$ cat config.mk
export PLATFORM = sky130hd
export DESIGN_NAME = ssd1306_spi4_tx
export DESIGN_NICKNAME = d
export VERILOG_FILES = /design/src/rtl/ssd1306_spi_pkg.sv /design/src/rtl/ssd1306_spi4_tx_fifo.sv /design/src/rtl/ssd1306_spi4_tx.sv
export SDC_FILE = /design/constraint.sdc
export NUM_CORES = 1
export LEC_CHECK = 0
export ABC_AREA = 1
export CAP_MARGIN = 40
export CORE_MARGIN = 1
export CORE_UTILIZATION = 60
export CTS_CLUSTER_SIZE = 24
export DETAILED_ROUTE_END_ITERATION = 10
export HOLD_SLACK_MARGIN = 0.08
export PLACE_DENSITY_LB_ADDON = 0.1
export SLEW_MARGIN = 20
export SYNTH_ARGS = -nofsm -noshare
export SYNTH_HDL_FRONTEND = slang
export SYNTH_SLANG_ARGS = --single-unit
$ cat constraint.sdc
create_clock -name clk -period 6.5 [get_ports clk]
set_input_delay 1.3 -clock clk [delete_from_list [all_inputs] [get_ports clk]]
set_output_delay 1.3 -clock clk [all_outputs]
set_load 0.02 [all_outputs]
$ cat src/rtl/ssd1306_spi_pkg.sv
// Shared definitions for the SSD1306 4-wire SPI transmitter.
//   spi_state_t : shifter FSM states (IDLE, SHIFT, HOLD)
//   WORD_W      : FIFO word width, {dc, byte}
//   BIT_IDX_W   : width of the bit-within-byte counter
//   PIN_*       : uo_out pin positions of the SPI signals
package ssd1306_spi_pkg;

  typedef enum logic [1:0] {
    IDLE  = 2'd0,
    SHIFT = 2'd1,
    HOLD  = 2'd2
  } spi_state_t;

  localparam int WORD_W    = 9;
  localparam int BIT_IDX_W = 3;

  localparam int PIN_SCK = 1;
  localparam int PIN_SD  = 2;
  localparam int PIN_CS  = 3;
  localparam int PIN_DC  = 4;

endpackage

$ cat src/rtl/ssd1306_spi4_tx_fifo.sv
// sync_fifo: single-clock FIFO with registered occupancy count.
// Ports:
//   clk, rst        clock, asynchronous active-high reset (empties the FIFO)
//   push, wr_data   write request and word; ignored while full
//   pop, rd_data    read request; rd_data shows the head word whenever non-empty
//   full, empty     derived from the registered count
//   count           occupancy, $clog2(DEPTH)+1 bits
// DEPTH must be a power of two so the pointers wrap by plain overflow.
module sync_fifo
  import ssd1306_spi_pkg::*;
#(
  parameter int WIDTH = WORD_W,
  parameter int DEPTH = 4
) (
  input  logic                     clk,
  input  logic                     rst,
  input  logic                     push,
  input  logic [WIDTH-1:0]         wr_data,
  input  logic                     pop,
  output logic [WIDTH-1:0]         rd_data,
  output logic                     full,
  output logic                     empty,
  output logic [$clog2(DEPTH):0]   count
);

  localparam int PTR_W = $clog2(DEPTH);
  localparam int CNT_W = PTR_W + 1;

  logic [WIDTH-1:0] mem [DEPTH];
  logic [PTR_W-1:0] wr_ptr;
  logic [PTR_W-1:0] rd_ptr;
  logic             push_ok;
  logic             pop_ok;

  assign full    = (count == CNT_W'(DEPTH));
  assign empty   = (count == '0);
  assign push_ok = push && !full;
  assign pop_ok  = pop && !empty;
  assign rd_data = mem[rd_ptr];

  always_ff @(posedge clk or posedge rst) begin
    if (rst) begin
      wr_ptr <= '0;
      rd_ptr <= '0;
      count  <= '0;
    end else begin
      if (push_ok) wr_ptr <= wr_ptr + PTR_W'(1);
      if (pop_ok)  rd_ptr <= rd_ptr + PTR_W'(1);
      case ({push_ok, pop_ok})
        2'b10:   count <= count + CNT_W'(1);
        2'b01:   count <= count - CNT_W'(1);
        default: count <= count;
      endcase
    end
  end

  // Storage needs no reset: the pointers define what is valid.
  always_ff @(posedge clk) begin
    if (push_ok) mem[wr_ptr] <= wr_data;
  end

endmodule

$ cat src/rtl/ssd1306_spi4_tx.sv
// ssd1306_spi4_tx: queues {dc,byte} words and shifts them out as SPI mode 0,
// MSB first, with chip select held low across back-to-back bytes.
// Ports:
//   clk, rst      clock, asynchronous active-high reset (aborts any transfer)
//   clk_div_i     SCK half-period H = clk_div_i+1 clocks, sampled at byte load
//   tx_valid_i    word offered; tx_data_i byte, tx_dc_i D/C level
//   tx_ready_o    FIFO not full; a word is taken when valid && ready at a rising edge
//   busy_o        FIFO non-empty or shifter active
//   cs_o, sck_o, sd_o, dc_o   registered SPI pins
//   dbg_state_o   current shifter state (spi_state_t encoding)
// Handshake: a word transfers on the rising clk edge where tx_valid_i and
// tx_ready_o are both high; tx_ready_o depends only on registered state.
module ssd1306_spi4_tx
  import ssd1306_spi_pkg::*;
#(
  parameter int FIFO_DEPTH = 4,
  parameter int DIV_W      = 8
) (
  input  logic             clk,
  input  logic             rst,
  input  logic [DIV_W-1:0] clk_div_i,
  input  logic             tx_valid_i,
  input  logic [7:0]       tx_data_i,
  input  logic             tx_dc_i,
  output logic             tx_ready_o,
  output logic             busy_o,
  output logic             cs_o,
  output logic             sck_o,
  output logic             sd_o,
  output logic             dc_o,
  output logic [1:0]       dbg_state_o
);

  localparam int CNT_W = $clog2(FIFO_DEPTH) + 1;

  spi_state_t state_q, state_d;

  logic [WORD_W-1:0]    rd_word;
  logic                 fifo_full, fifo_empty, pop;
  logic [CNT_W-1:0]     fifo_count;

  // Counter holds remaining cycles of the current phase minus one, so the
  // latched half-period is stored as clk_div_i (= H-1) directly.
  logic [DIV_W-1:0]     half_q, half_d;
  logic [DIV_W-1:0]     cnt_q, cnt_d;
  logic [BIT_IDX_W-1:0] bit_q, bit_d;
  logic [7:0]           sh_q, sh_d;
  logic                 cs_q, cs_d, sck_q, sck_d, sd_q, sd_d, dc_q, dc_d;

  logic phase_done, last_bit, byte_end, do_load;

  sync_fifo #(.WIDTH(WORD_W), .DEPTH(FIFO_DEPTH)) u_fifo (
    .clk     (clk),
    .rst     (rst),
    .push    (tx_valid_i),
    .wr_data ({tx_dc_i, tx_data_i}),
    .pop     (pop),
    .rd_data (rd_word),
    .full    (fifo_full),
    .empty   (fifo_empty),
    .count   (fifo_count)
  );

  assign phase_done = (cnt_q == '0);
  assign last_bit   = (bit_q == BIT_IDX_W'(7));
  // End of the 8th high phase: sck falls here and the next byte may chain.
  assign byte_end   = (state_q == SHIFT) && phase_done && sck_q && last_bit;
  assign do_load    = !fifo_empty && ((state_q == IDLE) || byte_end);

  // State register and datapath registers
  always_ff @(posedge clk or posedge rst) begin
    if (rst) begin
      state_q <= IDLE;
      half_q  <= '0;
      cnt_q   <= '0;
      bit_q   <= '0;
      sh_q    <= '0;
      cs_q    <= 1'b1;
      sck_q   <= 1'b0;
      sd_q    <= 1'b0;
      dc_q    <= 1'b0;
    end else begin
      state_q <= state_d;
      half_q  <= half_d;
      cnt_q   <= cnt_d;
      bit_q   <= bit_d;
      sh_q    <= sh_d;
      cs_q    <= cs_d;
      sck_q   <= sck_d;
      sd_q    <= sd_d;
      dc_q    <= dc_d;
    end
  end

  // Next-state logic
  always_comb begin
    state_d = state_q;
    case (state_q)
      IDLE:    if (!fifo_empty) state_d = SHIFT;
      SHIFT:   if (byte_end && fifo_empty) state_d = HOLD;
      HOLD:    if (phase_done) state_d = IDLE;
      default: state_d = IDLE;
    endcase
  end

  // Output / datapath next values
  always_comb begin
    pop    = 1'b0;
    half_d = half_q;
    cnt_d  = cnt_q;
    bit_d  = bit_q;
    sh_d   = sh_q;
    cs_d   = cs_q;
    sck_d  = sck_q;
    sd_d   = sd_q;
    dc_d   = dc_q;
    case (state_q)
      SHIFT: begin
        if (!phase_done) begin
          cnt_d = cnt_q - DIV_W'(1);
        end else if (!sck_q) begin
          sck_d = 1'b1;
          cnt_d = half_q;
        end else begin
          // Falling edge: data moves in the same cycle, never while sck is high.
          sck_d = 1'b0;
          cnt_d = half_q;
          if (!last_bit) begin
            bit_d = bit_q + BIT_IDX_W'(1);
            sh_d  = {sh_q[6:0], 1'b0};
            sd_d  = sh_q[6];
          end
        end
      end
      HOLD: begin
        if (!phase_done) begin
          cnt_d = cnt_q - DIV_W'(1);
        end else begin
          cs_d = 1'b1;
          sd_d = 1'b0;
        end
      end
      default: ;
    endcase
    // A load overrides the per-state values: from IDLE, or chaining at byte end.
    if (do_load) begin
      pop    = 1'b1;
      cs_d   = 1'b0;
      sck_d  = 1'b0;
      dc_d   = rd_word[8];
      sd_d   = rd_word[7];
      sh_d   = rd_word[7:0];
      half_d = clk_div_i;
      cnt_d  = clk_div_i;
      bit_d  = '0;
    end
  end

  assign tx_ready_o  = !fifo_full;
  assign busy_o      = (fifo_count != '0) || (state_q != IDLE);
  assign cs_o        = cs_q;
  assign sck_o       = sck_q;
  assign sd_o        = sd_q;
  assign dc_o        = dc_q;
  assign dbg_state_o = state_q;

endmodule

==> reports/metrics.csv <==
stage,metric,value,unit
power,intPower,0.984,mW
cts,cts_buffers,9,
logic_synthesis,synth_edf_count,36,
cts,clk_pin_slew,0.08,ns
cts,holdBufCountCts,0,
critical_path,reg2reg_from,cnt_q[0],
sta,tns,0,ns
critical_path,critical_path_required,5.20,ns
logic_synthesis,syn_inst,364,
power,p_sw_frac,0.343,
cts,cts_resized,0,
critical_path,crit_arrival,1.77,ns
global_route,track_usage,0.240,
critical_path,reg2regPathDepth,11,
logic_synthesis,yosysUniqueCellTypes,36,
logic_synthesis,synthMuxAreaShare,0.00320,
global_route,antenna_found_initial,0,
placed_design,portBuffers,27,
outcome,status,finished clean,
floorplan,dieHeight,78.6,um
global_route,grt_max_degree,40,
sta,hold_viol,0,
critical_path,timing.rr.end,u_fifo.count[1],
final_layout,final_common_cell,nand2_1,
critical_path,rrSetupSlack,3.45,ns
cts,cts_setup_buffers,0,
power,p_seq_frac,0.477,
route,vias,2526,
sta,period_minus_slack,3.07,ns
floorplan,start_util,0.631,
logic_synthesis,synth_ff_type,dfrtp_1,
final_layout,diodes,0,
floorplan,dieWidth,78.6,um
cts,clk_path_buf_depth,2,
logic_synthesis,synth_top_family_by_area,simple AND/OR/NAND/NOR gates,
power,power_switching,0.514,mW
critical_path,cp-startpoint,u_fifo.count[0],
logic_synthesis,syn-num-nets,394,
final_layout,finish.net_count,426,
min_path,min_path_type,flop to flop,
power,powerDensity,371,mW/mm2
floorplan,row_count,27,
sta,slew_headroom,0.567,
global_route,grt_pass1_wl,11100,um
logic_synthesis,synth_compound_area_frac,0.0790,
floorplan,fp.coreArea,0.00557,mm2
sta,timing.fmax,0.325,GHz
route,drtIter0Drc,151,
floorplan,io_pins,28,
logic_synthesis,syn_area_per_cell,9.66,um2
critical_path,start_kind,flop,
route,routed_wl,6730,um
placed_design,place.gp.congestion,0.778,
final_layout,final_cell_mix,"nand2_1 (120), dfrtp_1 (38), edfxtp_1 (36)",
power,p_clk_frac,0.231,
logic_synthesis,ys_async_sr_fraction,0.520,
sta,fin_ws,3.43,ns
cts,h-tree-depth,3,
floorplan,dieArea,0.00617,mm2
route,ant_nets,0,
placed_design,place_ws,3.36,ns
power,ir_drop,0.000249,V
logic_synthesis,ys_seq_area_frac,0.585,
run,cap_violations,0,
cts,cts_tree,built,
cts,cts.sinks,75,
final_layout,drive_above_1_share,0.112,
power,power_frac_comb,0.291,
logic_synthesis,synthAdderAreaFrac,0.0377,
route,drc_errors,0,
logic_synthesis,yosysWarnings,0,
critical_path,worstSetupEndpointType,primary output,
sta,finalCritPeriodShare,0.473,
power,p_leak,1.85,nW
global_route,first_global_vias,2490,
logic_synthesis,syn_area,0.00352,mm2
sta,rsz0062_at_grt,no,
sta,drv_slew,0,
critical_path,crit_path_end,busy_o,
sta,clock_skew,0.00734,ns
cts,cts_root_buffer,clkbuf_8,
global_route,gr-total-overflow,0,
route,wl_per_cell,14.2,um
route,via_per_inst,5.34,
logic_synthesis,synth-simple-area-share,0.225,
logic_synthesis,synth_xor_area_frac,0.0174,
critical_path,crit_type,flop to primary output,
sta,setup_viol,0,
critical_path,critPathMaxFanout,4,
logic_synthesis,yosys_register_bits,75,
route,first_pass_iters,4,
final_layout,area_delta_synth_final,14.8,%
placed_design,hpwlAfterDp,4440,um
cts,clk_latency,0.34,ns
sta,tightest_slew,0.650,ns
==> flip-flops by register name, summed over array words and instances, names as in the netlist <==
name / count
bit_q: 3
cnt_q: 8
cs_o: 1
dbg_state_o: 2
dc_o: 1
half_q: 8
sck_o: 1
sd_o: 1
sh_q: 7
u_fifo.count: 3
u_fifo.mem: 36
u_fifo.rd_ptr: 2
u_fifo.wr_ptr: 2
==> kinds of logic after synthesis <==
family	Yosys count
buf+inv	42
compound gates	48
flops	75
mux	1
xor+xnor	7
fa+ha+maj	10
simple gates	181
==> layout make-up <==
| cell class | instances | area [um2] |
|---|---|---|
| inverter | 31 | 116 |
| clock buffer | 9 | 124 |
| tap | 72 | 90.1 |
| clock inverter | 7 | 68.8 |
| timing repair buffer | 32 | 308 |
| fill | 412 | 1540 |
| sequential | 75 | 2060 |
| multi-input combinational | 247 | 1270 |
==> layer usage <==
layer | GRT usage | share of wire | up-vias
met4 | 0.113 | 0.023 | 0
met2 | 0.386 | 0.48 | 61
li1 | - | - | 1253
met1 | 0.316 | 0.45 | 1196
met5 | 0 | 0 | -
met3 | 0.0442 | 0.043 | 16
==> Yosys cell counts (all sizes together), types with 2 or more instances <==
master	number	area (um2)
a32o	6	60.1
xor2	3	26.3
xnor2	4	35.0
inv	30	113
nand4	2	18.8
nor2	28	134
buf	9	61.3
a21oi	10	50.1
o21ai	29	149
nand3b	2	15.0
nand3	15	80.1
o22ai	3	18.8
clkbuf	2	7.51
nand2	132	531
edfxtp	36	1080
ha	9	113
dfrtp	38	951
==> worst min path at each step <==
stage,from,end,slack [ns],depth (start not counted)
after floorplan,half_q[5],half_q[5],0.44,2
after global placement,sd_o,sd_o,0.46,2
after detailed placement,sd_o,sd_o,0.46,2
after CTS,sd_o,sd_o,0.48,2
after global routing,sd_o,sd_o,0.48,2
final,sd_o,sd_o,0.48,2
==> critical path, stage by stage (launching register included) <==
cell and delay (ns):
dfrtp_1 0.44, nor3_1 0.36, nand2_1 0.08, clkdlybuf4s50_1 0.54
==> metrics by stage <==
step                cells  cell area (um2)  total power [mW]  utilization  hold slack, ns
detailed placement    453             3810              1.14        0.684           0.459
global placement      453             3810              1.12        0.684           0.458
finish                473             4040              1.50        0.724           0.476
floorplan             364             3520              1.03            -           0.441
CTS                   469             4010              1.50        0.719           0.480
global route          473             4040              1.59        0.724           0.484
==> power groups by stage <==
stage                     sequential (mW)  clock, mW  combinational (mW)
after floorplan                     0.701          0               0.325
after global placement              0.716          0               0.407
after detailed placement            0.723          0               0.421
after CTS                           0.715      0.355               0.428
after global routing                0.729      0.369               0.497
final                               0.715      0.347               0.436
(Power assumes the default switching activity.)
